**config.mk**
```make
export PLATFORM = sky130hd
export DESIGN_NAME = branch_resolve_flat
export DESIGN_NICKNAME = d
export VERILOG_FILES = /design/src/rtl/branch_resolve_pkg.sv /design/src/rtl/branch_resolve_if.sv /design/src/rtl/branch_resolve_cmp.sv /design/src/rtl/branch_resolve.sv /design/src/flat_wrapper.sv
export SDC_FILE = /design/constraint.sdc
export NUM_CORES = 1
export LEC_CHECK = 0
export CAP_MARGIN = 25
export CORE_UTILIZATION = 43
export DETAILED_ROUTE_END_ITERATION = 10
export GPL_ROUTABILITY_DRIVEN = 0
export HOLD_SLACK_MARGIN = 0.12
export PLACE_DENSITY = 0.68
export SLEW_MARGIN = 20
export SYNTH_ARGS = -nofsm -noshare
export SYNTH_HDL_FRONTEND = slang
export SYNTH_HIERARCHICAL = 1
export SYNTH_SLANG_ARGS = --single-unit
```
**constraint.sdc**
```tcl
create_clock -name clk -period 3.5 [get_ports clk]
set_input_delay 0.7 -clock clk [delete_from_list [all_inputs] [get_ports clk]]
set_output_delay 0.7 -clock clk [all_outputs]
set_load 0.005 [all_outputs]
```
**src/rtl/branch_resolve_pkg.sv**
```systemverilog
// Shared RV32I types for the control-transfer resolution stage.
// Provides the opcode and branch-condition encodings, the machine word, the
// resolve FSM state type, and the latched request / computed result records.
package branch_resolve_pkg;

  typedef logic [31:0] rv32i_word;

  typedef enum logic [6:0] {
    op_lui   = 7'b0110111,
    op_auipc = 7'b0010111,
    op_jal   = 7'b1101111,
    op_jalr  = 7'b1100111,
    op_br    = 7'b1100011,
    op_load  = 7'b0000011,
    op_store = 7'b0100011,
    op_imm   = 7'b0010011,
    op_reg   = 7'b0110011,
    op_csr   = 7'b1110011
  } rv32i_opcode;

  // 3'b010 and 3'b011 are not branch conditions; they resolve as not taken.
  typedef enum logic [2:0] {
    beq  = 3'b000,
    bne  = 3'b001,
    blt  = 3'b100,
    bge  = 3'b101,
    bltu = 3'b110,
    bgeu = 3'b111
  } branch_funct3_t;

  typedef enum logic [1:0] {BR_IDLE, BR_EVAL, BR_DONE} br_state_t;

  typedef struct packed {
    logic [6:0] opcode;
    logic [2:0] funct3;
    rv32i_word  pc;
    rv32i_word  imm;
    rv32i_word  rs1;
    rv32i_word  cmp_b;
    logic       pred_taken;
  } br_req_t;

  typedef struct packed {
    logic      taken;
    logic      mispredict;
    rv32i_word target;
    rv32i_word link;
  } br_res_t;

endpackage

```
**src/rtl/branch_resolve_if.sv**
```systemverilog
// Request / result bus of the branch resolve stage.
//  req_*  : one branch/jump per req_valid & req_ready handshake
//  out_*  : resolved result, held while out_valid until out_ready
// master = upstream issue + downstream consumer side, slave = resolve stage.
interface branch_resolve_if import branch_resolve_pkg::*; ();
  logic       req_valid;
  logic       req_ready;
  logic [6:0] req_opcode;
  logic [2:0] req_funct3;
  rv32i_word  req_pc;
  rv32i_word  req_imm;
  rv32i_word  req_rs1;
  rv32i_word  req_cmp_b;
  logic       req_pred_taken;

  logic       out_valid;
  logic       out_ready;
  logic       out_taken;
  logic       out_mispredict;
  rv32i_word  out_target;
  rv32i_word  out_link;

  modport master (
    output req_valid, req_opcode, req_funct3, req_pc, req_imm, req_rs1,
           req_cmp_b, req_pred_taken, out_ready,
    input  req_ready, out_valid, out_taken, out_mispredict, out_target, out_link
  );

  modport slave (
    input  req_valid, req_opcode, req_funct3, req_pc, req_imm, req_rs1,
           req_cmp_b, req_pred_taken, out_ready,
    output req_ready, out_valid, out_taken, out_mispredict, out_target, out_link
  );
endinterface

```
**src/rtl/branch_resolve_cmp.sv**
```systemverilog
// Branch condition evaluator.
//  funct3 : branch condition (branch_funct3_t encoding)
//  a, b   : rs1 and second compare operand
//  br_en  : condition true; 0 for non-branch funct3 codes
module branch_resolve_cmp import branch_resolve_pkg::*; (
  input  logic [2:0] funct3,
  input  rv32i_word  a,
  input  rv32i_word  b,
  output logic       br_en
);
  always_comb begin
    br_en = 1'b0;
    case (branch_funct3_t'(funct3))
      beq:     br_en = (a == b);
      bne:     br_en = (a != b);
      blt:     br_en = ($signed(a) <  $signed(b));
      bge:     br_en = ($signed(a) >= $signed(b));
      bltu:    br_en = (a <  b);
      bgeu:    br_en = (a >= b);
      default: br_en = 1'b0;
    endcase
  end
endmodule

```
**src/rtl/branch_resolve.sv**
```systemverilog
// Control-transfer resolution stage.
// Accepts one branch/jump, evaluates it one cycle later from the latched
// operands, and presents the actual next PC, link address and mispredict
// (against the static pc+imm prediction) until the consumer takes it.
//  clk, rst_n       : clock, synchronous active-low reset
//  br (slave)       : request / result bus
//  kill             : abort the in-flight op (older flush); ignored when idle
//  flush            : one-cycle pulse on the first result cycle if mispredicted
//  perf_br_total    : retired op_br count (saturating)
//  perf_br_mispred  : retired mispredicted op_br count (saturating)
module branch_resolve import branch_resolve_pkg::*; #(
  parameter int CNT_W = 32
) (
  input  logic             clk,
  input  logic             rst_n,
  branch_resolve_if.slave  br,
  input  logic             kill,
  output logic             flush,
  output logic [CNT_W-1:0] perf_br_total,
  output logic [CNT_W-1:0] perf_br_mispred
);
  br_state_t state_q, state_d;
  br_req_t   req_q;
  br_res_t   res_q, res_d;
  logic      flush_q;
  logic      br_en;
  logic      accept, retire;
  rv32i_word pc_imm, pc_4;

  branch_resolve_cmp u_cmp (
    .funct3 (req_q.funct3),
    .a      (req_q.rs1),
    .b      (req_q.cmp_b),
    .br_en  (br_en)
  );

  assign br.req_ready = rst_n & (state_q == BR_IDLE);
  assign accept       = br.req_valid & br.req_ready;
  // kill beats a same-cycle consumer handshake
  assign retire       = (state_q == BR_DONE) & br.out_ready & ~kill;

  always_comb begin
    state_d = state_q;
    case (state_q)
      BR_IDLE: if (accept) state_d = BR_EVAL;
      BR_EVAL: state_d = kill ? BR_IDLE : BR_DONE;
      BR_DONE: if (kill || br.out_ready) state_d = BR_IDLE;
      default: state_d = BR_IDLE;
    endcase
  end

  // Resolution from latched operands; all adds wrap mod 2^32.
  assign pc_imm = req_q.pc + req_q.imm;
  assign pc_4   = req_q.pc + 32'd4;

  always_comb begin
    res_d            = '0;
    res_d.link       = pc_4;
    res_d.target     = pc_4;
    case (req_q.opcode)
      op_br: begin
        res_d.taken      = br_en;
        res_d.target     = br_en ? pc_imm : pc_4;
        res_d.mispredict = (br_en != req_q.pred_taken);
      end
      op_jal: begin
        res_d.taken      = 1'b1;
        res_d.target     = pc_imm;
        res_d.mispredict = ~req_q.pred_taken;
      end
      op_jalr: begin
        // Predicted target pc+imm never models a register target.
        res_d.taken      = 1'b1;
        res_d.target     = (req_q.rs1 + req_q.imm) & ~32'h1;
        res_d.mispredict = 1'b1;
      end
      default: ;
    endcase
  end

  always_ff @(posedge clk) begin
    if (!rst_n) begin
      state_q         <= BR_IDLE;
      req_q           <= '0;
      res_q           <= '0;
      flush_q         <= 1'b0;
      perf_br_total   <= '0;
      perf_br_mispred <= '0;
    end else begin
      state_q <= state_d;
      if (accept)
        req_q <= '{opcode: br.req_opcode, funct3: br.req_funct3, pc: br.req_pc,
                   imm: br.req_imm, rs1: br.req_rs1, cmp_b: br.req_cmp_b,
                   pred_taken: br.req_pred_taken};
      if (state_q == BR_EVAL && !kill)
        res_q <= res_d;
      // Set only on the EVAL->DONE edge, so backpressure cannot re-pulse it.
      flush_q <= (state_q == BR_EVAL) & ~kill & res_d.mispredict;
      if (retire && req_q.opcode == op_br) begin
        if (perf_br_total != '1)
          perf_br_total <= perf_br_total + 1'b1;
        if (res_q.mispredict && perf_br_mispred != '1)
          perf_br_mispred <= perf_br_mispred + 1'b1;
      end
    end
  end

  assign flush             = flush_q & ~kill;
  assign br.out_valid      = (state_q == BR_DONE);
  assign br.out_taken      = res_q.taken;
  assign br.out_mispredict = res_q.mispredict;
  assign br.out_target     = res_q.target;
  assign br.out_link       = res_q.link;

endmodule

```
**src/flat_wrapper.sv**
```systemverilog
// flat-port wrapper written by rule: the top's interface ports become plain ports
module branch_resolve_flat import branch_resolve_pkg::*;
#(
  parameter int CNT_W = 32
)
  (clk, rst_n, kill, flush, perf_br_total, perf_br_mispred, br_req_valid, br_req_opcode, br_req_funct3, br_req_pc, br_req_imm, br_req_rs1, br_req_cmp_b, br_req_pred_taken, br_out_ready, br_req_ready, br_out_valid, br_out_taken, br_out_mispredict, br_out_target, br_out_link);
  branch_resolve_if br_i ();
  input  logic clk;
  input  logic rst_n;
  input  logic kill;
  output logic flush;
  output logic [CNT_W-1:0] perf_br_total;
  output logic [CNT_W-1:0] perf_br_mispred;
  input wire logic [$bits(br_i.req_valid)-1:0] br_req_valid;
  input wire logic [$bits(br_i.req_opcode)-1:0] br_req_opcode;
  input wire logic [$bits(br_i.req_funct3)-1:0] br_req_funct3;
  input wire logic [$bits(br_i.req_pc)-1:0] br_req_pc;
  input wire logic [$bits(br_i.req_imm)-1:0] br_req_imm;
  input wire logic [$bits(br_i.req_rs1)-1:0] br_req_rs1;
  input wire logic [$bits(br_i.req_cmp_b)-1:0] br_req_cmp_b;
  input wire logic [$bits(br_i.req_pred_taken)-1:0] br_req_pred_taken;
  input wire logic [$bits(br_i.out_ready)-1:0] br_out_ready;
  output wire logic [$bits(br_i.req_ready)-1:0] br_req_ready;
  output wire logic [$bits(br_i.out_valid)-1:0] br_out_valid;
  output wire logic [$bits(br_i.out_taken)-1:0] br_out_taken;
  output wire logic [$bits(br_i.out_mispredict)-1:0] br_out_mispredict;
  output wire logic [$bits(br_i.out_target)-1:0] br_out_target;
  output wire logic [$bits(br_i.out_link)-1:0] br_out_link;
  assign br_i.req_valid = br_req_valid;
  assign br_i.req_opcode = br_req_opcode;
  assign br_i.req_funct3 = br_req_funct3;
  assign br_i.req_pc = br_req_pc;
  assign br_i.req_imm = br_req_imm;
  assign br_i.req_rs1 = br_req_rs1;
  assign br_i.req_cmp_b = br_req_cmp_b;
  assign br_i.req_pred_taken = br_req_pred_taken;
  assign br_i.out_ready = br_out_ready;
  assign br_req_ready = br_i.req_ready;
  assign br_out_valid = br_i.out_valid;
  assign br_out_taken = br_i.out_taken;
  assign br_out_mispredict = br_i.out_mispredict;
  assign br_out_target = br_i.out_target;
  assign br_out_link = br_i.out_link;
  branch_resolve #(.CNT_W(CNT_W)) u_core (.clk(clk), .rst_n(rst_n), .br(br_i), .kill(kill), .flush(flush), .perf_br_total(perf_br_total), .perf_br_mispred(perf_br_mispred));
endmodule
```
==> results of run 1 <==
-- layout make-up --
cell class / instances / share of cell area
clock buffer: 44 / 0.04808
clock inverter: 10 / 0.005600
inverter: 67 / 0.01332
multi-input combinational: 1521 / 0.4679
sequential: 272 / 0.2801
tap: 455 / 0.02928
timing repair buffer: 304 / 0.1557
-- per-layer routing --
layer	GRT usage	vias up	wire (um)
met3	0.02706	102	2377
met1	0.3039	6880	19440
met4	0.09119	0	1824
met2	0.4641	449	23220
met5	0	-	0
li1	-	7295	-
-- tightest hold or removal path, cell delays in order, from the launching register on --
cell and delay [ns]:
sky130_fd_sc_hd__dfxtp_1 0.31, sky130_fd_sc_hd__nand2_1 0.05, sky130_fd_sc_hd__a21oi_1 0.05
-- logic make-up after synthesis --
family	synth area share
compound gates	0.1925
mux	0.004721
buf+inv	0.04000
flops	0.3604
fa+ha+maj	0.08215
xor+xnor	0.07478
simple gates	0.2454
-- flip-flops by register name (all words and copies together) (netlist names) --
register / cells
u_core/br.out_target: 32
u_core/br.out_link: 32
u_core/perf_br_mispred: 32
u_core/br.out_mispredict: 1
u_core/flush_q: 1
u_core/req_q: 139
u_core/state_q: 2
u_core/br.out_taken: 1
u_core/perf_br_total: 32
-- power breakdown --
group / switching, mW / internal [mW]
combinational: 0.510 / 0.454
clock: 1.29 / 1.98
sequential: 0.109 / 3.20
total: 1.91 / 5.64
-- through the flow --
stage | utilization | cell area [um^2] | power (mW)
6_report | 0.5628 | 19440 | 7.545
5_1_grt | 0.5628 | 19440 | 7.843
4_1_cts | 0.5616 | 19400 | 7.599
3_3_place_gp | 0.5314 | 18360 | 4.305
2_1_floorplan | - | 15110 | 3.879
3_5_place_dp | 0.5314 | 18360 | 4.321
-- synth_stat cells (all sizes together) (14+ instances only) --
cell / instances / area share
nand2: 395 / 0.098
and2: 17 / 0.0070
nor2: 160 / 0.040
inv: 66 / 0.016
nand2b: 15 / 0.0062
dfxtp: 272 / 0.36
nor3: 40 / 0.015
ha: 96 / 0.080
nand4: 30 / 0.013
xor2: 57 / 0.033
a211oi: 20 / 0.0099
or3: 22 / 0.0091
and3: 22 / 0.0091
xnor2: 72 / 0.042
a21o: 15 / 0.0075
and4: 17 / 0.010
nand3: 50 / 0.017
o21ai: 79 / 0.026
a21oi: 250 / 0.084
clkbuf: 80 / 0.020
o22ai: 14 / 0.0058
-- worst paths after layout --
check / from / end / slack, ns / depth (start not counted)
min reg2reg: u_core/req_q[30] / u_core/req_q[30] / 0.45 / 2
min: u_core/req_q[30] / u_core/req_q[30] / 0.45 / 2
max: u_core/req_q[34] / u_core/br.out_target[7] / 0.15 / 15
max reg2reg: u_core/req_q[34] / u_core/br.out_target[7] / 0.15 / 15
-- what timing repair did --
action,in CTS,in global routing
resized for setup,0,4
hold endpoints to repair,0,0
setup endpoints to repair,0,12
buffers inserted,0,2
==> run_results.csv, run 1 <==
group,metric,value,unit
outcome,status,"finished clean",
power_and_ir_drop,max-vdd-ir-drop,0.3709,mV
logic_synthesis,ys_warn_count,6,
power_and_ir_drop,pwr_density_cell,388.1,nW/um^2
logic_synthesis,count_of_cell_types_in_the_netlist,85,
clock_tree,clockBufferDepth,3,
placement,placement.io_buffers,276,
sta,period_minus_slack,3.350,ns
setup_path,critical_path.top_delay_family,"compound AO/OA/AOI/OAI gates",
clock_tree,root_buffer,"sky130_fd_sc_hd__clkbuf_16",
cells_and_area,final.fill_count,3268,
logic_synthesis,synth_fp_nets,2192,
detailed_routing,wl_per_cell,17.53,um
setup_path,crit_type,"register to register",
logic_synthesis,postSynthCellCount,1950,
logic_synthesis,syn-mean-instance-area,7.748,um^2
placement,placed_cells,2617,
detailed_routing,drtAntennaViolNets,0,
global_route,antenna_found_initial,0,
cells_and_area,antenna-diode-count,0,
detailed_routing,remaining_drc_errors,0,
setup_path,end_kind,"register",
die,core_area,34540,um^2
global_route,grt_overflow_total,0,
die,die_area,35890,um^2
power_and_ir_drop,static-leakage-power,7.200,nW
logic_synthesis,ys_seq_elements,272,
flow_run,max_cap_violations,0,
cells_and_area,final-seq-area,5445,um^2
worst_hold_path,timing.hold.worst.class,"register to register",
sta,setup_viol,0,
clock_tree,htree_num_levels,1,
clock_tree,clk_pin_slew_worst_paths,0.06,ns
clock_tree,holdBufCountCts,0,
cells_and_area,layout-area-overhead-vs-synth,28.67,%
die,starting_density_of_the_core,0.4374,
global_route,grt_pass1_wl,72880,um
die,number_of_rows_in_the_core_area,68,
global_route,vias_in_the_first_global_route,14100,
sta,hold_violations,0,
die,ioPinCount,277,
placement,detailed_place_hpwl,35760,um
setup_path,worstSetupStartpointType,"register",
die,die_height,189.4,um
clock_tree,cts_tree,"yes",
sta,whs,0.4542,ns
global_route,global_route.usage.total,0.2536,
logic_synthesis,post_synth_instance_area,15110,um^2
setup_path,critPathRequiredTime,3.91,ns
setup_path,path_max_fanout,11,
sta,fin_setup_tns,0,ns
logic_synthesis,async_reset_ff_frac,0,
setup_path,slowest_stage,"sky130_fd_sc_hd__nor4_1",
placement,post_place_setup_slack,0.1047,ns
setup_path,worstPathCellList,"ha_1 -> nor2b_1 -> o211ai_1 -> a21boi_0 -> o31a_1 -> nor4_1 -> nor3b_4 -> buf_4 -> nand2_1 -> nand2_1 -> nand2_1 -> buf_4 -> o22ai_1 -> a222oi_1 -> nor2_1",
sta,layout_setup_ws,0.1496,ns
cells_and_area,mostFrequentLayoutCell,"sky130_fd_sc_hd__nand2_1",
sta,worst_clock_skew,0.01314,ns
logic_synthesis,synthFlopType,"sky130_fd_sc_hd__dfxtp_1",
setup_path,crit_top_cell,"sky130_fd_sc_hd__nand2_1",
detailed_routing,detailedRoute.firstPassIterationCount,6,
clock_tree,numClockSinks,272,
clock_tree,worst_skew_pair.late_latency,0.56,ns
cells_and_area,post_route_cells_drive_above_1_share,0.05636,
logic_synthesis,yosysSeqAreaShare,0.3604,
setup_path,critical_path_s_largest_stage_delay,0.47,ns
sta,final_max_slew_viol_count,0,
die,chipWidth,189.4,um
cells_and_area,multiInputGateArea,9096,um^2
global_route,grt_max_degree,177,
setup_path,timing.critical_path.arrival,3.76,ns
sta,worst_pin_slew,0.8095,ns
clock_tree,cts_inserted_buffers,30,
cells_and_area,finish.net_count,2438,
cells_and_area,commonest_cells_after_routing_fill_and_taps_aside,"394 x sky130_fd_sc_hd__nand2_1, 276 x sky130_fd_sc_hd__clkdlybuf4s50_1, 272 x sky130_fd_sc_hd__dfxtp_1",
detailed_routing,dr_iter_0_viols,1044,
detailed_routing,viasPerCell,5.509,
sta,worst_slew_margin_rel,0.4603,
sta,grt_setup_unrepaired,"true",
sta,max_freq,0.2985,GHz
cells_and_area,final_cell_count_no_fill,2673,
detailed_routing,totalWireLength,46870,um
detailed_routing,vias,14730,
setup_path,worstPathBufferInverterCount,2,
sta,timing.final.crit_share,0.9573,
logic_synthesis,synth_enable_flop_cells,0,
(Power assumes the default switching activity.)
==> run 2, diff against run 1 <==
Settings changed: CAP_MARGIN 25 to 40.
==> results of run 2 <==
The final DEF is identical to that of run 1; final timing and power are the same.
==> run 3, diff against run 2 <==
Settings changed: CAP_MARGIN 40 to default, REMOVE_ABC_BUFFERS from default to 1.
==> run 3 against run 2 <==
Against the previous run:
- hold slack worse by 0.00050 ns
- sequential share of layout area is 0.13 points higher
- fmax is 0.48% higher
- design area is 0.47% lower
- core utilization is 0.26 points lower
- sequential cell count stayed put
- critical endpoint is now u_core/br.out_target[2]
- highest routed layer unchanged
- clock skew hardly changed
- global-route usage is 0.41 points lower
==> run_results.csv, run 3 (synthesis results as in run 1) <==
group,metric,value,unit
placement,detailed_place_hpwl,34760,um
sta,worst_clock_skew,0.01362,ns
die,die_area,35890,um^2
detailed_routing,detailedRoute.firstPassIterationCount,6,
setup_path,slowest_stage,"sky130_fd_sc_hd__nor4_1",
detailed_routing,totalWireLength,46120,um
detailed_routing,wl_per_cell,17.24,um
die,chipWidth,189.4,um
worst_hold_path,timing.hold.worst.class,"register to register",
global_route,grt_overflow_total,0,
sta,timing.final.crit_share,0.9527,
die,number_of_rows_in_the_core_area,68,
setup_path,critical_path_s_largest_stage_delay,0.44,ns
setup_path,worstPathCellList,"inv_1 -> ha_1 -> a211oi_1 -> o21ai_0 -> a221oi_1 -> nor3b_1 -> nor4_1 -> nor3b_4 -> nand2_1 -> nand2_1 -> nand2_1 -> buf_4 -> o22ai_1 -> a221oi_1 -> nor2_1",
placement,placement.io_buffers,276,
sta,setup_viol,0,
cells_and_area,layout-area-overhead-vs-synth,28.07,%
sta,max_freq,0.2999,GHz
detailed_routing,viasPerCell,5.544,
setup_path,worstPathBufferInverterCount,2,
sta,worst_slew_margin_rel,0.2420,
outcome,status,"finished clean",
setup_path,critical_path.top_delay_family,"compound AO/OA/AOI/OAI gates",
clock_tree,root_buffer,"sky130_fd_sc_hd__clkbuf_16",
global_route,global_route.usage.total,0.2495,
global_route,vias_in_the_first_global_route,13920,
setup_path,crit_top_cell,"sky130_fd_sc_hd__nand2_1",
sta,grt_setup_unrepaired,"false",
global_route,grt_pass1_wl,72530,um
global_route,grt_max_degree,244,
sta,final_max_slew_viol_count,0,
clock_tree,clockBufferDepth,3,
power_and_ir_drop,pwr_density_cell,374.9,nW/um^2
setup_path,crit_type,"register to register",
sta,worst_pin_slew,1.137,ns
clock_tree,cts_setup_buffers,0,
clock_tree,clk_pin_slew_worst_paths,0.06,ns
clock_tree,htree_num_levels,1,
cells_and_area,largest-register,"u_core/req_q",
clock_tree,cts_inserted_buffers,30,
cells_and_area,antenna-diode-count,0,
detailed_routing,remaining_drc_errors,0,
setup_path,path_max_fanout,10,
clock_tree,cts_tree,"yes",
detailed_routing,dr_iter_0_viols,1093,
cells_and_area,finish.net_count,2444,
die,core_area,34540,um^2
setup_path,critPathRequiredTime,3.91,ns
cells_and_area,mostFrequentLayoutCell,"sky130_fd_sc_hd__nand2_1",
detailed_routing,drtAntennaViolNets,0,
power_and_ir_drop,max-vdd-ir-drop,0.4415,mV
clock_tree,worst_skew_pair.late_latency,0.57,ns
detailed_routing,vias,14830,
die,ioPinCount,277,
clock_tree,holdBufCountCts,0,
sta,period_minus_slack,3.335,ns
setup_path,end_kind,"register",
clock_tree,numClockSinks,272,
setup_path,worstSetupStartpointType,"register",
cells_and_area,flip_flop_count_of_the_largest_register_after_layout,139,
sta,fin_setup_tns,0,ns
die,starting_density_of_the_core,0.4374,
cells_and_area,post_route_cells_drive_above_1_share,0.05315,
cells_and_area,commonest_cells_after_routing_fill_and_taps_aside,"394 x sky130_fd_sc_hd__nand2_1, 276 x sky130_fd_sc_hd__clkdlybuf4s50_1, 272 x sky130_fd_sc_hd__dfxtp_1",
sta,whs,0.4537,ns
flow_run,max_cap_violations,0,
setup_path,timing.critical_path.arrival,3.74,ns
die,die_height,189.4,um
power_and_ir_drop,post-layout-total-power,7.255,mW
global_route,antenna_found_initial,0,
sta,hold_violations,0,
power_and_ir_drop,static-leakage-power,7.150,nW
run 3: cell count changes in the layout (fill, tap and decap cells not counted), moves of 3 or more:
| cell | before | now |
|---|---|---|
| sky130_fd_sc_hd__clkbuf_8 | 11 | 3 |
| sky130_fd_sc_hd__buf_4 | 23 | 30 |
| sky130_fd_sc_hd__clkinv_2 | 5 | 2 |
| sky130_fd_sc_hd__clkbuf_1 | 2 | 11 |
run 3: final timing paths:
path,start,end,slack (ns),cells after the start
worst max-delay path,u_core/req_q[6],u_core/br.out_target[2],0.17,15
worst min-delay path,u_core/req_q[2],u_core/req_q[2],0.45,2
worst max register to register,u_core/req_q[6],u_core/br.out_target[2],0.17,15
worst min register to register,u_core/req_q[2],u_core/req_q[2],0.45,2
run 3: layout make-up:
| cell class | instances | area (um^2) |
|---|---|---|
| Clock buffer | 44 | 833.3 |
| Clock inverter | 6 | 71.32 |
| Fill cell | 3259 | 15190 |
| Inverter | 67 | 259.0 |
| Multi-Input combinational cell | 1521 | 9102 |
| Sequential cell | 272 | 5445 |
| Tap cell | 455 | 569.3 |
| Timing Repair Buffer | 310 | 3068 |
run 3: power by group:
group	internal, mW	switching (mW)
clock network	1.70	1.26
logic	0.458	0.524
registers	3.20	0.105
run 3: per-stage QoR:
step                      instance area (um^2)  setup slack, ns  cells  utilization
after floorplan                          14760           -7.191   1860            -
after global placement                   18420          0.05868   2625       0.5331
after detailed placement                 18420         -0.02906   2625       0.5331
after CTS                                19330          0.03431   2675       0.5595
after global routing                     19350         0.006632   2675       0.5601
final                                    19350           0.1655   2675       0.5601
run 3: what timing repair did:
item | CTS | global route
endpoints found under the setup margin | 3 | 17
endpoints found under the hold margin | 0 | 0
gates resized for setup | 1 | 4
run 3: tightest hold or removal path, delay by kind of cell (launching register included):
kind,cells,cell delay (ns)
AND/OR/NAND/NOR,1,0.05
flip-flops,1,0.31
AO/OA/AOI/OAI,1,0.05
run 3: per-layer routing:
layer	global-route usage	vias up	routed length [um]
li1	-	7304	-
met3	0.02966	86	2967
met5	0	-	0
met2	0.4148	555	21370
met4	0.07723	0	1306
met1	0.3359	6884	20480
